<file path="src/rtl/bcd_rx_frame.sv">
// Frame receiver for the HO/IM1/IM0 serial link: filters the synchronised pins,
// assembles WORD_W-bit words and reports strobe, short-frame and timeout errors.
module bcd_rx_frame #(
    parameter int WORD_W    = 16,
    parameter int WORDS     = 95,
    parameter int FILT      = 6,
    parameter int MSB_FIRST = 0,
    parameter int TMO       = 4095
) (
    input  logic              clk,
    input  logic              nRST,
    input  logic              HO,
    input  logic              IM1,
    input  logic              IM0,
    output logic [WORD_W-1:0] oData,
    output logic              oVal,
    output logic [7:0]        oWordIdx,
    output logic              oFrameStart,
    output logic              oFrameDone,
    output logic              oErr,
    output logic [1:0]        oErrCode
);
    localparam int TW = $clog2(TMO + 1);
    localparam int BW = $clog2(WORD_W + 1);

    typedef enum logic [1:0] {IDLE, BIT_HI, BIT_LO, HO_WAIT} state_t;

    state_t            state_q, state_d;
    logic [2:0]        sync1_q, sync1_d, sync2_q, sync2_d;
    logic [3:0]        filt_q, filt_d, ho_filt_q, ho_filt_d;
    logic [TW-1:0]     tmo_q, tmo_d;
    logic              bit_q, bit_d;
    logic [WORD_W-1:0] shift_q, shift_d, data_q, data_d;
    logic [BW-1:0]     bit_cnt_q, bit_cnt_d;
    logic [7:0]        word_cnt_q, word_cnt_d, idx_q, idx_d;
    logic              val_q, val_d, start_q, start_d, done_q, done_d, err_q, err_d;
    logic [1:0]        code_q, code_d;

    logic              ho, im1, im0, in_bit, cond, accept, ho_low_acc, tmo_hit, raise;
    logic [1:0]        raise_code;
    logic [WORD_W-1:0] next_word;

    assign ho         = sync2_q[2];
    assign im1        = sync2_q[1];
    assign im0        = sync2_q[0];
    assign in_bit     = (state_q == BIT_HI) || (state_q == BIT_LO);
    assign accept     = cond && (filt_q == 4'(FILT - 1));
    assign ho_low_acc = in_bit && !ho && (ho_filt_q == 4'(FILT - 1));
    assign tmo_hit    = in_bit && (tmo_q == TW'(TMO - 1));
    assign next_word  = (MSB_FIRST != 0) ? {shift_q[WORD_W-2:0], bit_q}
                                         : {bit_q, shift_q[WORD_W-1:1]};

    // The level each state is waiting for; the shared filter counts it.
    always_comb begin
        cond = 1'b0;
        case (state_q)
            IDLE:    cond = ho;
            BIT_HI:  cond = im1 || im0;
            BIT_LO:  cond = !im1 && !im0;
            HO_WAIT: cond = !ho;
            default: cond = 1'b0;
        endcase
    end

    always_comb begin
        sync1_d    = {HO, IM1, IM0};
        sync2_d    = sync1_q;
        state_d    = state_q;
        filt_d     = cond ? filt_q + 4'd1 : 4'd0;
        ho_filt_d  = (in_bit && !ho) ? ho_filt_q + 4'd1 : 4'd0;
        tmo_d      = in_bit ? tmo_q + 1'b1 : '0;
        bit_d      = bit_q;
        shift_d    = shift_q;
        bit_cnt_d  = bit_cnt_q;
        word_cnt_d = word_cnt_q;
        data_d     = data_q;
        idx_d      = idx_q;
        val_d      = 1'b0;
        start_d    = 1'b0;
        done_d     = 1'b0;
        err_d      = err_q;
        code_d     = code_q;
        raise      = 1'b0;
        raise_code = 2'b00;

        case (state_q)
            IDLE: begin
                if (accept) begin
                    start_d    = 1'b1;
                    err_d      = 1'b0;
                    code_d     = 2'b00;
                    bit_cnt_d  = '0;
                    word_cnt_d = 8'd0;
                    shift_d    = '0;
                    state_d    = BIT_HI;
                end
            end
            BIT_HI: begin
                if (im1 && im0) begin
                    raise      = 1'b1;
                    raise_code = 2'b01;
                    state_d    = HO_WAIT;
                end else if (ho_low_acc) begin
                    raise      = 1'b1;
                    raise_code = 2'b10;
                    state_d    = IDLE;
                end else if (tmo_hit) begin
                    raise      = 1'b1;
                    raise_code = 2'b11;
                    state_d    = HO_WAIT;
                end else if (accept) begin
                    bit_d   = im1;
                    state_d = BIT_LO;
                end
            end
            BIT_LO: begin
                if (ho_low_acc) begin
                    raise      = 1'b1;
                    raise_code = 2'b10;
                    state_d    = IDLE;
                end else if (tmo_hit) begin
                    raise      = 1'b1;
                    raise_code = 2'b11;
                    state_d    = HO_WAIT;
                end else if (accept) begin
                    shift_d = next_word;
                    state_d = BIT_HI;
                    if (bit_cnt_q == BW'(WORD_W - 1)) begin
                        bit_cnt_d  = '0;
                        data_d     = next_word;
                        idx_d      = word_cnt_q;
                        val_d      = 1'b1;
                        word_cnt_d = word_cnt_q + 8'd1;
                        if (word_cnt_q == 8'(WORDS - 1)) begin
                            done_d  = 1'b1;
                            state_d = HO_WAIT;
                        end
                    end else begin
                        bit_cnt_d = bit_cnt_q + 1'b1;
                    end
                end
            end
            HO_WAIT: begin
                if (accept) state_d = IDLE;
            end
            default: state_d = IDLE;
        endcase

        // Only the first error of a frame is kept until the next frame start.
        if (raise && !err_q) begin
            err_d  = 1'b1;
            code_d = raise_code;
        end
        if (state_d != state_q) begin
            filt_d = 4'd0;
            tmo_d  = '0;
        end
    end

    always_ff @(posedge clk) begin
        if (!nRST) begin
            state_q    <= IDLE;
            sync1_q    <= 3'b000;
            sync2_q    <= 3'b000;
            filt_q     <= 4'd0;
            ho_filt_q  <= 4'd0;
            tmo_q      <= '0;
            bit_q      <= 1'b0;
            shift_q    <= '0;
            bit_cnt_q  <= '0;
            word_cnt_q <= 8'd0;
            data_q     <= '0;
            idx_q      <= 8'd0;
            val_q      <= 1'b0;
            start_q    <= 1'b0;
            done_q     <= 1'b0;
            err_q      <= 1'b0;
            code_q     <= 2'b00;
        end else begin
            state_q    <= state_d;
            sync1_q    <= sync1_d;
            sync2_q    <= sync2_d;
            filt_q     <= filt_d;
            ho_filt_q  <= ho_filt_d;
            tmo_q      <= tmo_d;
            bit_q      <= bit_d;
            shift_q    <= shift_d;
            bit_cnt_q  <= bit_cnt_d;
            word_cnt_q <= word_cnt_d;
            data_q     <= data_d;
            idx_q      <= idx_d;
            val_q      <= val_d;
            start_q    <= start_d;
            done_q     <= done_d;
            err_q      <= err_d;
            code_q     <= code_d;
        end
    end

    assign oData       = data_q;
    assign oVal        = val_q;
    assign oWordIdx    = idx_q;
    assign oFrameStart = start_q;
    assign oFrameDone  = done_q;
    assign oErr        = err_q;
    assign oErrCode    = code_q;
endmodule

</file>
<file path="config.mk">
export PLATFORM = sky130hd
export DESIGN_NAME = bcd_rx_frame
export DESIGN_NICKNAME = d
export VERILOG_FILES = /design/src/rtl/bcd_rx_frame.sv
export SDC_FILE = /design/constraint.sdc
export NUM_CORES = 1
export LEC_CHECK = 0
export ABC_CLOCK_PERIOD_IN_PS = 2900
export BUFFER_PORTS_ARGS = -buffer_cell sky130_fd_sc_hd__buf_2
export CAP_MARGIN = 20
export CORE_MARGIN = 2
export CORE_UTILIZATION = 25
export DETAILED_ROUTE_END_ITERATION = 16
export PLACE_DENSITY = 0.38
export SETUP_SLACK_MARGIN = 0.15
export SKIP_CTS_REPAIR_TIMING = 1
export SLEW_MARGIN = 5
export SYNTH_ARGS = -nofsm -noshare
export SYNTH_HDL_FRONTEND = slang
export SYNTH_SLANG_ARGS = --single-unit
</file>
<file path="constraint.sdc">
create_clock -name clk -period 2.9 [get_ports clk]
set_clock_uncertainty 0.05 [all_clocks]
set_input_delay 0.29 -clock clk [delete_from_list [all_inputs] [get_ports clk]]
set_output_delay 0.29 -clock clk [all_outputs]
set_load 0.005 [all_outputs]
</file>
==> results.md <==
* Main combinational cell family by area after synthesis: simple AND/OR/NAND/NOR gates
* Sinks on Clock Net at 87
* Vias in the first global route at 3038
* Synth Area in XOR/XNOR at 4.613%
* Kind of cell adding the most delay to the critical path: compound AO/OA/AOI/OAI gates
* Multi-input combinational cell area at 2082 µm²
* Wirelength, routed at 9903 µm
* Number of remaining DRC errors at 0
* Dpl cell area at approximately 4400 µm²
* Power, Total at approximately 2.4 mW
* Worst Path Required at 3.10 ns
* Leading cell type by number of instances after synthesis: dfxtp_1
* Clk buf depth at 2
* Nets at a little over 500
* Drt initial violations at 212
* Final Hold Fails at 0
* DR WL/cell at 13.74 µm
* Synthesis-to-layout area growth at 20.85%
* Setup WS post-layout at 0.3295 ns
* Post-Syn Area at slightly below 4000 µm²
* Clock Pin Slew Worst Setup and Hold Paths at roughly 0.060 ns
* GP Congestion at 0.8609
* Pre-CTS setup slack at -0.06345 ns
* Sw Ratio at between 20% and 30%
* Crit path max-delay cell type: a2111oi_1
* Mux cell area share after synthesis at 0.2844%
* P_leak at 1.805 nW
* Worst IR Drop VDD at 300.5 µV
* Fin cells at 721
* Peak Freq at 389.0 MHz
* Crit path launch: state_q[0]$_SDFF_PN0_
* Largest net degree at the start of global routing at between 40 and 50
* WHS at ~0.11 ns
* Most common cell on crit path: buf_4
* Worst Path Buf+Inv at 4
* Root Driver: clkbuf_16
* Cell chain of the critical path: inv_1 -> buf_4 -> ha_1 -> nor3b_2 -> a2111oi_1 -> a2111oi_2 -> a31oi_2 -> buf_4 -> xnor2_4 -> buf_12 -> nor4_1
* DIE WIDTH at 129.9 µm
* Fraction of layout cells with a size suffix above 1 at about a fifth
* Fill cell count at 1712
* RR Endpoint: filt_q[1]$_SDFF_PP0_
* Crit path DAT at 2.77 ns
* Prevailing post-synth register cell: dfxtp_1
* Critical path's largest stage delay at ~0.45 ns
* Initial Util at 25.30%
* Synth Area in Compound Gates at 12.58%
* Synth Area in Simple Gates at 29.76%
* Max_slew headroom at 60.56%
* Element type at the critical path end: register
* Vias per inst at ~4.5
* CTS Buf Count at 9
* Flop pwr share at 49.9%
* Largest cells by area after synthesis: dfxtp_1, nand2_1, a21oi_1
* GRT Util Overall at 12.09%
* CTS tree: done
* Final setup TNS at 0 ns
* Mapped Cells at 460
* CP Capture Point: filt_q[1]$_SDFF_PP0_
* Power per cell area at slightly above 500 nW/µm²
* H-tree depth at 3
* Gr ovfl total at 0
* Final core occ at 30.57%
* DIE HEIGHT at 129.9 µm
* Antenna diodes at 0
* Synth unique cells at 59
* Syn Area/Cell at 8.609 µm²
* Final setup fails at 0
* Synth async-reset ratio at 0%
* Worst-Margin Slew at 0.5876 ns
* Fin crit share at 88.64%
* Max-slew violations at 0
* Worst R2R Start: state_q[0]$_SDFF_PN0_
* Seq cells post-synth at 87
* Psw at 0.5312 mW
* Reg area at 1742 µm²
* Status: completed
* Final ANT Viol Nets at 0
* Class of the worst hold path: in -> reg
* Pint at 1.881 mW
* Die ar. at 16860 µm²
* Post-route cell area at 4786 µm²
* Combinational power share at between 1 and 1.5%
* RSZ-0062 raised after global routing: true
* Synth top cells by count: dfxtp_1, nand2_1, a21oi_1
* Worst skew pair latency at 0.35 ns
* Pre-antenna DRT Iters at 4
* Port Buffers at 34
* Cell taking the most area after synthesis: dfxtp_1
* First-pass GRT wire length at 15950 µm
* Clk pwr share at 48.8%
* CORE AREA at 15660 µm²
* Critical path peak fanout at 16
* R2r setup slk at roughly 0.33 ns
* Final Critical Period at 2.571 ns
* Sequential share of the synthesized area at 43.98%
* Placement Rows at 46
* Placed cells at 702
* # IOs at 35
* Reg2Reg Depth at 11
* Class of the most critical setup path: reg -> reg
* Antenna violations before repair at 0
* Post-synth EDFFs at 0
* Syn Nets at around 480
* Post-synth top area share at about 44%
* Vias at roughly 3300
* Crit. path cell count at 11
* Synth warn at 0
* Max cap viols at 0
* Synth Area in Adders at 4.107%
* CP Launch Type: register
* DP HPWL at about 6500 µm
per-layer routing:
| layer | global-route usage, % | wire, µm | part of all wire, % | vias to the layer above |
|---|---|---|---|---|
| li1 | - | - | - | 1698 |
| met3 | 3.649 | 435 | 4.4 | 13 |
| met5 | 0 | 0 | 0 | - |
| met1 | 16.90 | 5011 | 51 | 1506 |
| met4 | 5.060 | 179 | 1.8 | 0 |
| met2 | 17.22 | 4276 | 43 | 58 |
registers in the layout, indices dropped and copies added (netlist names), 3 cells and up:
register / flops
tmo_q: 12
shift_q: 15
sync1_q: 3
ho_filt_q: 4
filt_q: 4
oData: 16
oWordIdx: 8
word_cnt_q: 8
bit_cnt_q: 5
sync2_q: 3
cell type report:
cell class                      instances  area share [%]
Tap cell                              216           5.647
Inverter                                9          0.7059
Multi-Input combinational cell        337           43.50
Clock buffer                           10           4.784
Sequential cell                        87           36.39
Clock inverter                          6           1.438
Timing Repair Buffer                   56           7.529
power groups by stage:
stage               combinational, mW  sequential [mW]  clock (mW)
floorplan                      0.0222             1.23           0
global placement               0.0312             1.23           0
detailed placement             0.0316             1.23           0
CTS                            0.0317             1.20        1.22
global route                   0.0342             1.20        1.27
finish                         0.0309             1.20        1.18
worst register-to-register path, stage by stage, from the launching register on:
cell and delay [ns]:
dfxtp_1 0.39, inv_1 0.08, buf_4 0.16, ha_1 0.24, nor3b_2 0.18, a2111oi_1 0.45
a2111oi_2 0.07, a31oi_2 0.16, buf_4 0.16, xnor2_4 0.08, buf_12 0.16, nor4_1 0.28
how the worst min path moves through the flow:
stage                              start                        end  cells after the start
6_report                             IM0      sync1_q[0]$_SDFF_PN0_                      2
3_3_place_gp   bit_cnt_q[4]$_SDFFE_PN0P_  bit_cnt_q[4]$_SDFFE_PN0P_                      2
3_5_place_dp   bit_cnt_q[4]$_SDFFE_PN0P_  bit_cnt_q[4]$_SDFFE_PN0P_                      2
2_1_floorplan  bit_cnt_q[4]$_SDFFE_PN0P_  bit_cnt_q[4]$_SDFFE_PN0P_                      2
4_1_cts                              IM0      sync1_q[0]$_SDFF_PN0_                      2
5_1_grt                               HO      sync1_q[2]$_SDFF_PN0_                      2
cells by family (layout without fill, tap and decap cells):
logic type	count (synthesis)	after routing
AO/OA/AOI/OAI	81	82
buffers and inverters	37	81
XOR/XNOR	20	20
multiplexers	1	1
AND/OR/NAND/NOR	221	221
flip-flops	87	87
adder cells (fa/ha/maj)	13	13
cell usage in the layout (no fill, tap or decap), drive strengths merged, types with 2 or more instances in the layout:
master    n
nand3    46
a2111oi   2
dfxtp    87
and2      7
nor4     16
or3       7
nor2b     3
xor2     10
a21oi    54
nor4b     2
a22o      2
xnor2    10
and3b     2
and3      6
nor3      9
o211ai    2
ha       13
clkbuf   10
clkinv    2
a211oi    2
o21ai     7
nor2     22
nor3b     2
nand2    82
buf      56
nand2b    2
a31oi     2
inv      11
nand4     7
a41oi     2
nand3b    4
No activity file was read; power rests on OpenSTA's default activity.
